[src/rtl/final_perm_serializer_pkg.sv]
// Shared DES constants: block/count widths, final-permutation index table and serializer states.
package final_perm_serializer_pkg;

  localparam int BLK_W = 64;
  localparam int CNT_W = 3;
  localparam logic [CNT_W-1:0] CNT_LAST = 3'd7;

  // fp[i] = blk[FP_IDX[i]]; FP_IDX[i] is where the initial permutation sends input bit i
  localparam int FP_IDX [0:BLK_W-1] = '{
    39,  7, 47, 15, 55, 23, 63, 31,
    38,  6, 46, 14, 54, 22, 62, 30,
    37,  5, 45, 13, 53, 21, 61, 29,
    36,  4, 44, 12, 52, 20, 60, 28,
    35,  3, 43, 11, 51, 19, 59, 27,
    34,  2, 42, 10, 50, 18, 58, 26,
    33,  1, 41,  9, 49, 17, 57, 25,
    32,  0, 40,  8, 48, 16, 56, 24
  };

  typedef enum logic {
    ST_IDLE  = 1'b0,
    ST_SHIFT = 1'b1
  } state_t;

endpackage

[src/rtl/final_perm_serializer_if.sv]
// Block-in / byte-out handshake bundle of the final-permutation serializer.
interface final_perm_serializer_if;
  import final_perm_serializer_pkg::*;

  logic             blk_valid;
  logic             blk_ready;
  logic [BLK_W-1:0] blk_data;
  logic             byte_valid;
  logic             byte_ready;
  logic [7:0]       byte_data;
  logic             byte_last;
  logic             busy;

  modport master (
    output blk_valid, blk_data, byte_ready,
    input  blk_ready, byte_valid, byte_data, byte_last, busy
  );

  modport slave (
    input  blk_valid, blk_data, byte_ready,
    output blk_ready, byte_valid, byte_data, byte_last, busy
  );

endinterface

[src/rtl/final_perm_serializer_des_final_perm.sv]
// Purely combinational DES inverse initial permutation, shared with the decrypt path.
module des_final_perm
  import final_perm_serializer_pkg::*;
(
  input  logic [BLK_W-1:0] blk,
  output logic [BLK_W-1:0] fp
);

  for (genvar i = 0; i < BLK_W; i++) begin : g_bit
    assign fp[i] = blk[FP_IDX[i]];
  end

endmodule

[src/rtl/final_perm_serializer.sv]
// Applies the DES final permutation to each 64-bit block and streams it out as 8 bytes,
// with one pending block buffered so back-to-back blocks produce bytes without a bubble.
module final_perm_serializer
  import final_perm_serializer_pkg::*;
#(
  parameter int BYTE_MSB_FIRST = 1
) (
  input logic                    clk,
  input logic                    rst_n,
  final_perm_serializer_if.slave bus
);

  state_t           state_q, state_d;
  logic [CNT_W-1:0] cnt_q, cnt_d;
  logic [BLK_W-1:0] shift_q, shift_d;
  logic [BLK_W-1:0] pend_q, pend_d;
  logic             pend_full_q, pend_full_d;
  logic [BLK_W-1:0] fp;
  logic [BLK_W-1:0] shifted;
  logic             blk_xfer;
  logic             byte_xfer;
  logic             last_byte;

  des_final_perm u_fp (
    .blk (bus.blk_data),
    .fp  (fp)
  );

  // The outgoing byte always sits at the emitting end of the shifter
  assign shifted   = (BYTE_MSB_FIRST != 0) ? {shift_q[BLK_W-9:0], 8'h00}
                                           : {8'h00, shift_q[BLK_W-1:8]};
  assign blk_xfer  = bus.blk_valid && !pend_full_q;
  assign byte_xfer = (state_q == ST_SHIFT) && bus.byte_ready;
  assign last_byte = (cnt_q == CNT_LAST);

  assign bus.blk_ready  = !pend_full_q;
  assign bus.byte_valid = (state_q == ST_SHIFT);
  assign bus.byte_last  = (state_q == ST_SHIFT) && last_byte;
  assign bus.byte_data  = (BYTE_MSB_FIRST != 0) ? shift_q[BLK_W-1 -: 8] : shift_q[7:0];
  assign bus.busy       = (state_q == ST_SHIFT) || pend_full_q;

  always_ff @(posedge clk or negedge rst_n) begin
    if (!rst_n) begin
      state_q     <= ST_IDLE;
      cnt_q       <= '0;
      shift_q     <= '0;
      pend_q      <= '0;
      pend_full_q <= 1'b0;
    end else begin
      state_q     <= state_d;
      cnt_q       <= cnt_d;
      shift_q     <= shift_d;
      pend_q      <= pend_d;
      pend_full_q <= pend_full_d;
    end
  end

  always_comb begin
    state_d     = state_q;
    cnt_d       = cnt_q;
    shift_d     = shift_q;
    pend_d      = pend_q;
    pend_full_d = pend_full_q;
    case (state_q)
      ST_IDLE: begin
        if (blk_xfer) begin
          shift_d = fp;
          cnt_d   = '0;
          state_d = ST_SHIFT;
        end
      end
      ST_SHIFT: begin
        if (byte_xfer) begin
          if (!last_byte) begin
            cnt_d   = cnt_q + 1'b1;
            shift_d = shifted;
          end else if (pend_full_q) begin
            shift_d     = pend_q;
            cnt_d       = '0;
            pend_full_d = 1'b0;
          end else if (blk_xfer) begin
            shift_d = fp;
            cnt_d   = '0;
          end else begin
            shift_d = shifted;
            state_d = ST_IDLE;
          end
        end
        // A block arriving on the final byte goes straight to the shifter instead
        if (blk_xfer && !(byte_xfer && last_byte)) begin
          pend_d      = fp;
          pend_full_d = 1'b1;
        end
      end
      default: state_d = ST_IDLE;
    endcase
  end

endmodule
[src/flat_wrapper.sv]
// flat-port wrapper written by rule: the top's interface ports become plain ports
module final_perm_serializer_flat import final_perm_serializer_pkg::*;
#(
  parameter int BYTE_MSB_FIRST = 1
)
  (clk, rst_n, bus_blk_valid, bus_blk_data, bus_byte_ready, bus_blk_ready, bus_byte_valid, bus_byte_data, bus_byte_last, bus_busy);
  final_perm_serializer_if bus_i ();
  input logic clk;
  input logic rst_n;
  input wire logic [$bits(bus_i.blk_valid)-1:0] bus_blk_valid;
  input wire logic [$bits(bus_i.blk_data)-1:0] bus_blk_data;
  input wire logic [$bits(bus_i.byte_ready)-1:0] bus_byte_ready;
  output wire logic [$bits(bus_i.blk_ready)-1:0] bus_blk_ready;
  output wire logic [$bits(bus_i.byte_valid)-1:0] bus_byte_valid;
  output wire logic [$bits(bus_i.byte_data)-1:0] bus_byte_data;
  output wire logic [$bits(bus_i.byte_last)-1:0] bus_byte_last;
  output wire logic [$bits(bus_i.busy)-1:0] bus_busy;
  assign bus_i.blk_valid = bus_blk_valid;
  assign bus_i.blk_data = bus_blk_data;
  assign bus_i.byte_ready = bus_byte_ready;
  assign bus_blk_ready = bus_i.blk_ready;
  assign bus_byte_valid = bus_i.byte_valid;
  assign bus_byte_data = bus_i.byte_data;
  assign bus_byte_last = bus_i.byte_last;
  assign bus_busy = bus_i.busy;
  final_perm_serializer #(.BYTE_MSB_FIRST(BYTE_MSB_FIRST)) u_core (.clk(clk), .rst_n(rst_n), .bus(bus_i));
endmodule
[config.mk]
export PLATFORM = sky130hd
export DESIGN_NAME = final_perm_serializer_flat
export DESIGN_NICKNAME = d
export VERILOG_FILES = /design/src/rtl/final_perm_serializer_pkg.sv /design/src/rtl/final_perm_serializer_if.sv /design/src/rtl/final_perm_serializer_des_final_perm.sv /design/src/rtl/final_perm_serializer.sv /design/src/flat_wrapper.sv
export SDC_FILE = /design/constraint.sdc
export NUM_CORES = 1
export LEC_CHECK = 0
export CELL_PAD_IN_SITES_DETAIL_PLACEMENT = 0
export CELL_PAD_IN_SITES_GLOBAL_PLACEMENT = 1
export CORE_AREA = 2 2 126 128
export CTS_CLUSTER_DIAMETER = 50
export DETAILED_ROUTE_END_ITERATION = 12
export DIE_AREA = 0 0 128 130
export GPL_ROUTABILITY_DRIVEN = 0
export PLACE_DENSITY_LB_ADDON = 0.1
export SETUP_SLACK_MARGIN = 0.05
export SLEW_MARGIN = 10
export SYNTH_ARGS = -nofsm -noshare
export SYNTH_HDL_FRONTEND = slang
export SYNTH_SLANG_ARGS = --single-unit
export TNS_END_PERCENT = 1
[constraint.sdc]
create_clock -name clk -period 3.37 [get_ports clk]
set_clock_uncertainty 0.15 [all_clocks]
set_input_delay 0.337 -clock clk [delete_from_list [all_inputs] [get_ports clk]]
set_output_delay 0.337 -clock clk [all_outputs]
set_load 0.02 [all_outputs]
==> Word-level counts from Yosys, hierarchy flattened <==
Index checks and enable logic that the tools add are counted.
Widths: inputs -> output; s select.
{ "word_totals": {"wordCells": 42, "out_inout_bits": 12, "input_bits": 68, "reg_bits": 133} }
{ "op_classes": {"eq_ne": 3, "n_mux": 19, "n_bitwise": 1, "add_sub_neg": 1, "n_reduce_logical": 13} }
{ "op_table": {"columns": ["operator", "n"], "rows": [
  ["$mux 64", 5],
  ["$pmux 64 s2", 1],
  ["$mux 3", 4],
  ["$mux 1", 7],
  ["$pmux 3 s2", 1],
  ["$logic_and 1x1->1", 5],
  ["$reduce_and 2->1", 2],
  ["$reduce_bool 2->1", 2],
  ["$add 3x1->3 const B", 1],
  ["$eq 3x3->1 const B", 1],
  ["$reduce_and 3->1", 1],
  ["$logic_not 1->1", 2],
  ["$ne 2x1->1 const B", 1],
  ["$ne 2x2->1 const B", 1],
  ["$pmux 1 s2", 1],
  ["$logic_or 1x1->1", 1],
  ["$not 1->1", 1]
]} }

==> Logic depth before layout (Yosys ltp) <==
{ "depth": {"ltp_word": 7, "depth_mapped": 8, "ltp_nobuf": 5} }

==> Cells and area by module <==
From an unflattened synthesis, not the netlist that was laid out.
{ "unflattened": {"hier_cells": 737, "hier_area_um2": 7699.9} }
{ "modules_own_cells": {"columns": ["module", "instances", "area_each_um2", "cells_each", "seq_area_each_um2"], "rows": [
  ["final_perm_serializer", 1, 7219.4, 673, 3328.2],
  ["des_final_perm", 1, 480.5, 64, 0.0]
]} }

==> Worst setup path after synthesis <==
OpenSTA, ideal clock, no wires.
{ "synth_timing": {"kind": "register to register", "start": "reg u_core.cnt_q[0]", "end": "reg u_core.shift_q[56]", "n_path_buf": 3, "setup_time_ns": 0.122, "path_stages_with_launch": 9, "synth_period_minus_slack_ns": 2.075, "slack_ns": 1.295, "arrival_time_ns": 1.804, "required_ns": 3.098, "path_cell_list": "dfrtp_1 > ha_1 > ha_1 > clkbuf_1 > o21ai_0 > buf_2 > clkbuf_1 > nand3b_1 > a32o_1"} }
{ "synth_between": {"elab_chain_cells": 4} }
{ "synth_rtl": {"columns": ["item", "line_no", "source"], "rows": [
  ["start, declared", "final_perm_serializer.sv:14", "logic [CNT_W-1:0] cnt_q, cnt_d;"],
  ["start signal, assigned", "final_perm_serializer.sv:51", "cnt_q <= cnt_d;"],
  ["$eq 3x3->1", "final_perm_serializer.sv:34", "assign last_byte = (cnt_q == CNT_LAST);"],
  ["$mux 64", "final_perm_serializer.sv:74", "if (!last_byte) begin"],
  ["$mux 64", "final_perm_serializer.sv:73", "if (byte_xfer) begin"],
  ["$pmux 64 s2", "final_perm_serializer.sv:64", "case (state_q)"],
  ["end signal, assigned", "final_perm_serializer.sv:52", "shift_q <= shift_d;"],
  ["end, declared", "final_perm_serializer.sv:15", "logic [BLK_W-1:0] shift_q, shift_d;"]
]} }
Every way passes these cells. The select of a mux whose other input is x is not followed.
A chain may end at the register's enable or synchronous reset.

==> Worst setup path after layout <==
{ "layout_timing": {"start": "reg u_core.cnt_q[0]", "end": "out bus_byte_last"} }
{ "layout_between": {"elab_chain_cells": 2} }
{ "layout_rtl": {"columns": ["item", "line_no", "source"], "rows": [
  ["$eq 3x3->1", "final_perm_serializer.sv:34", null],
  ["$logic_and 1x1->1", "final_perm_serializer.sv:38", "assign bus.byte_last = (state_q == ST_SHIFT) && last_byte;"],
  ["end, declared", "flat_wrapper.sv:16", "output wire logic [$bits(bus_i.byte_last)-1:0] bus_byte_last;"]
]} }
Every way passes these cells.

==> results by group <==
Clocking
  – Clk_lat worst skew: 0.43 ns
  – Clock Sink Count: 133
  – Root Driver: clkbuf_16
  – Clock-pin slew on the worst setup and hold paths: 0.06 ns
  – TritonCTS buffer count: 17
  – CTS tree: done
  – CTS H-tree lvls: 4
  – Clock buffer depth: 2
  – Post_cts resized: 0

STA
  – Slew Viols, Final: 0
  – RSZ-0062 raised after global routing: false
  – # setup viols final: 0
  – Setup TNS: 0 ns
  – Min Tclk post-route: 2.815 ns
  – Tcrit/Tclk final: 83.53%
  – Worst Max-Slew Pin Slew: 1.082 ns
  – Worst slew margin: 27.86%
  – F_max: 355.3 MHz
  – Final hold viol count: 0

Die
  – Die X-Extent: 128 um
  – IO Pins: 80
  – Row Count: 46
  – Initial Util: 47.57%
  – Die height: 130 um
  – Die area: 16,640 um2
  – Core area: 15,420 um2

Yosys
  – Largest family of logic cells by synthesized area: compound AO/OA/AOI/OAI gates
  – Mapped Nets: 749
  – Post-synthesis mux area share: 9.974%
  – Top_reg_cell synth: dfrtp_1
  – Fraction of registers with async set or reset after synthesis: 100.0%
  – Adder and majority cell fraction of the synthesized area: 0.3410%
  – Syn Area/Cell: 10.81 um2
  – Post-Syn Area: 7338 um2
  – Library cells used by synthesis: 28
  – Yosys Warn Count: 0
  – Synth Area in Compound Gates: 20.24%
  – Synth area leaders: dfrtp_1 45%, mux2_2 10%, nand3b_1 6.5%
  – Post-synth EDFFs: 0
  – Yosys top cell area share: 45.35%
  – Synth area leader: dfrtp_1
  – Synth Instances: 679
  – Post-Synth Simple-Gate Area: 18.79%
  – FF+latch count, synth: 133
  – XOR/XNOR Fraction of Synth Area: 0%
  – Sequential area share after synthesis: 45.35%

Hold path
  – Hold EP: u_core.shift_q[25]
  – Hold Path Cell Cnt: 1
  – HP Class: reg2reg
  – Hold wc startpoint: u_core.shift_q[25]

Drt
  – Routed via count: 5,709
  – Initial DRC Count: 438
  – Post-route DRC: 0
  – Via density: 6.219
  – Remaining antenna violation count: 0
  – Final WL: 19,270 um
  – DRT Pass-1 Iters: 5
  – DR WL/cell: 20.99 um

Critical path
  – Crit path required time: 2.88 ns
  – CP startpoint kind: flop
  – Reg2reg setup slack: 0.83 ns
  – FF-to-FF path depth: 3
  – Critical R2R Launch: u_core.pend_full_q
  – Worst setup path class: reg2out
  – Worst Setup End Kind: output port
  – CP arrival: 2.33 ns
  – CP Max Fanout: 25
  – Reg2reg end: u_core.shift_q[9]

Finish
  – Cell Count, Final, Fillers Out: 918
  – Synthesis-to-layout area growth: 20.14%
  – Final #Nets: 784
  – Share of layout cells above drive strength 1: 16.67%
  – N_diodes: 0
  – Fin util: 57.15%

Run status
  – Status: finished clean

Placement
  – Dpl hpwl: 11,550 um
  – Inst Count DP: 886
  – Buffers added on ports: 79

Flow run
  – Max-cap violation count: 0

GRT
  – Vias in the first global route: 5,946
  – Initial antenna violation count: 0
  – Tot GR Track Use: 24.18%
  – GRT overflow: 0
  – First-pass GRT wire length: 31,470 um
  – Largest net degree at the start of global routing: 112

Pwr
  – Worst IR drop on VDD: 445.4 uV
  – Pleak: 3.800 nW
  – Overall power: 7.543 mW
  – Power Density: 855.6 nW/um2
==> worst max path at each step <==
stage	startpoint	endpoint	slack [ns]	cells after the start
after floorplan	u_core.cnt_q[0]	u_core.shift_q[56]	1.29	8
after global placement	u_core.pend_full_q	u_core.cnt_q[0]	0.85	3
after detailed placement	u_core.pend_full_q	u_core.shift_q[9]	0.86	3
after CTS	u_core.cnt_q[0]	bus_byte_last	0.54	6
after global routing	u_core.cnt_q[0]	bus_byte_last	0.45	6
final	u_core.cnt_q[0]	bus_byte_last	0.56	6
==> sequential cells by signal, indices dropped and copies added (netlist names) <==
signal,flops
u_core.pend_q,64
u_core.pend_full_q,1
u_core.shift_q,64
u_core.cnt_q,3
u_core.bus.byte_valid,1
==> cell type report <==
cell class / count / area [um2]
fill: 1304 / 6609
tap: 192 / 240.2
timing repair buffer: 97 / 949.7
sequential: 133 / 3333
clock inverter: 9 / 147.6
multi-input combinational: 462 / 3640
clock buffer: 22 / 494.2
inverter: 3 / 11.26
==> Yosys cell counts (8+ instances only) <==
library cell and instances:
dfrtp_1 133, mux2_2 65, nand3b_1 64, clkbuf_1 57
o21ai_0 51, a21o_1 48, a32o_1 41, nor3b_1 41
and3b_1 40, nand2_1 28, a21oi_1 17, and3_1 16
o21a_1 16, o32a_1 16, buf_2 11, a2bb2oi_1 8
buf_4 8
==> kinds of logic (layout without fill, tap and decap cells) <==
kind of cell,after synthesis,after routing
compound gates,200,200
fa+ha+maj,2,2
buf+inv,84,131
flops,133,133
mux,65,65
simple gates,195,195
==> repair_timing <==
| action | CTS | global route |
|---|---|---|
| endpoints found under the setup margin | 0 | 0 |
| hold buffers | 1 | 0 |
| buffers inserted | 0 | 0 |
| hold endpoints to repair | 99 | 0 |
==> critical path, stage by stage, from the launching register on <==
cell and delay, ns:
dfrtp_1 0.39, ha_1 0.21, ha_1 0.28, nand2_1 0.09
buf_4 0.31, inv_1 0.07, clkdlybuf4s50_1 0.54
==> report_power, final <==
| group | total (mW) | switching, mW | internal, mW | leakage [nW] |
|---|---|---|---|---|
| registers | 2.82 | 0.458 | 2.36 | 1.61 |
| clock network | 2.02 | 0.694 | 1.33 | 0.318 |
| logic | 2.70 | 1.18 | 1.52 | 1.87 |
==> cell usage in the layout (no fill, tap or decap), types with 15 or more instances in the layout <==
cell	count
nand3b_1	64
nor3b_1	40
o21a_1	16
dfrtp_1	131
a32o_1	41
o32a_1	16
and3_1	16
buf_4	15
a21o_1	48
o21ai_0	50
clkbuf_16	17
mux2_2	65
and3b_1	40
clkdlybuf4s50_1	77
nand2_1	28
a21oi_1	17
==> per-layer routing <==
layer  vias to the layer above  wire (um)  global-route usage [%]  part of all wire (%)
met2                       117       9545                   41.55                    50
met1                      2948       8763                   31.13                    45
li1                       2620          -                       -                     -
met5                         -          0                       0                     0
met4                         0        348                   8.468                   1.8
met3                        24        612                   4.141                   3.2
==> per-stage QoR <==
step                      setup WS, ns  hold slack, ns  instance area (um2)
after floorplan                  1.295         -0.1086                 7338
final                           0.5551          0.3380                 8816
after CTS                       0.5439          0.3357                 8816
after detailed placement        0.8605          0.3234                 8164
after global placement          0.8496          0.3190                 8164
after global routing            0.4486          0.3405                 8816
(Power assumes the default switching activity.)
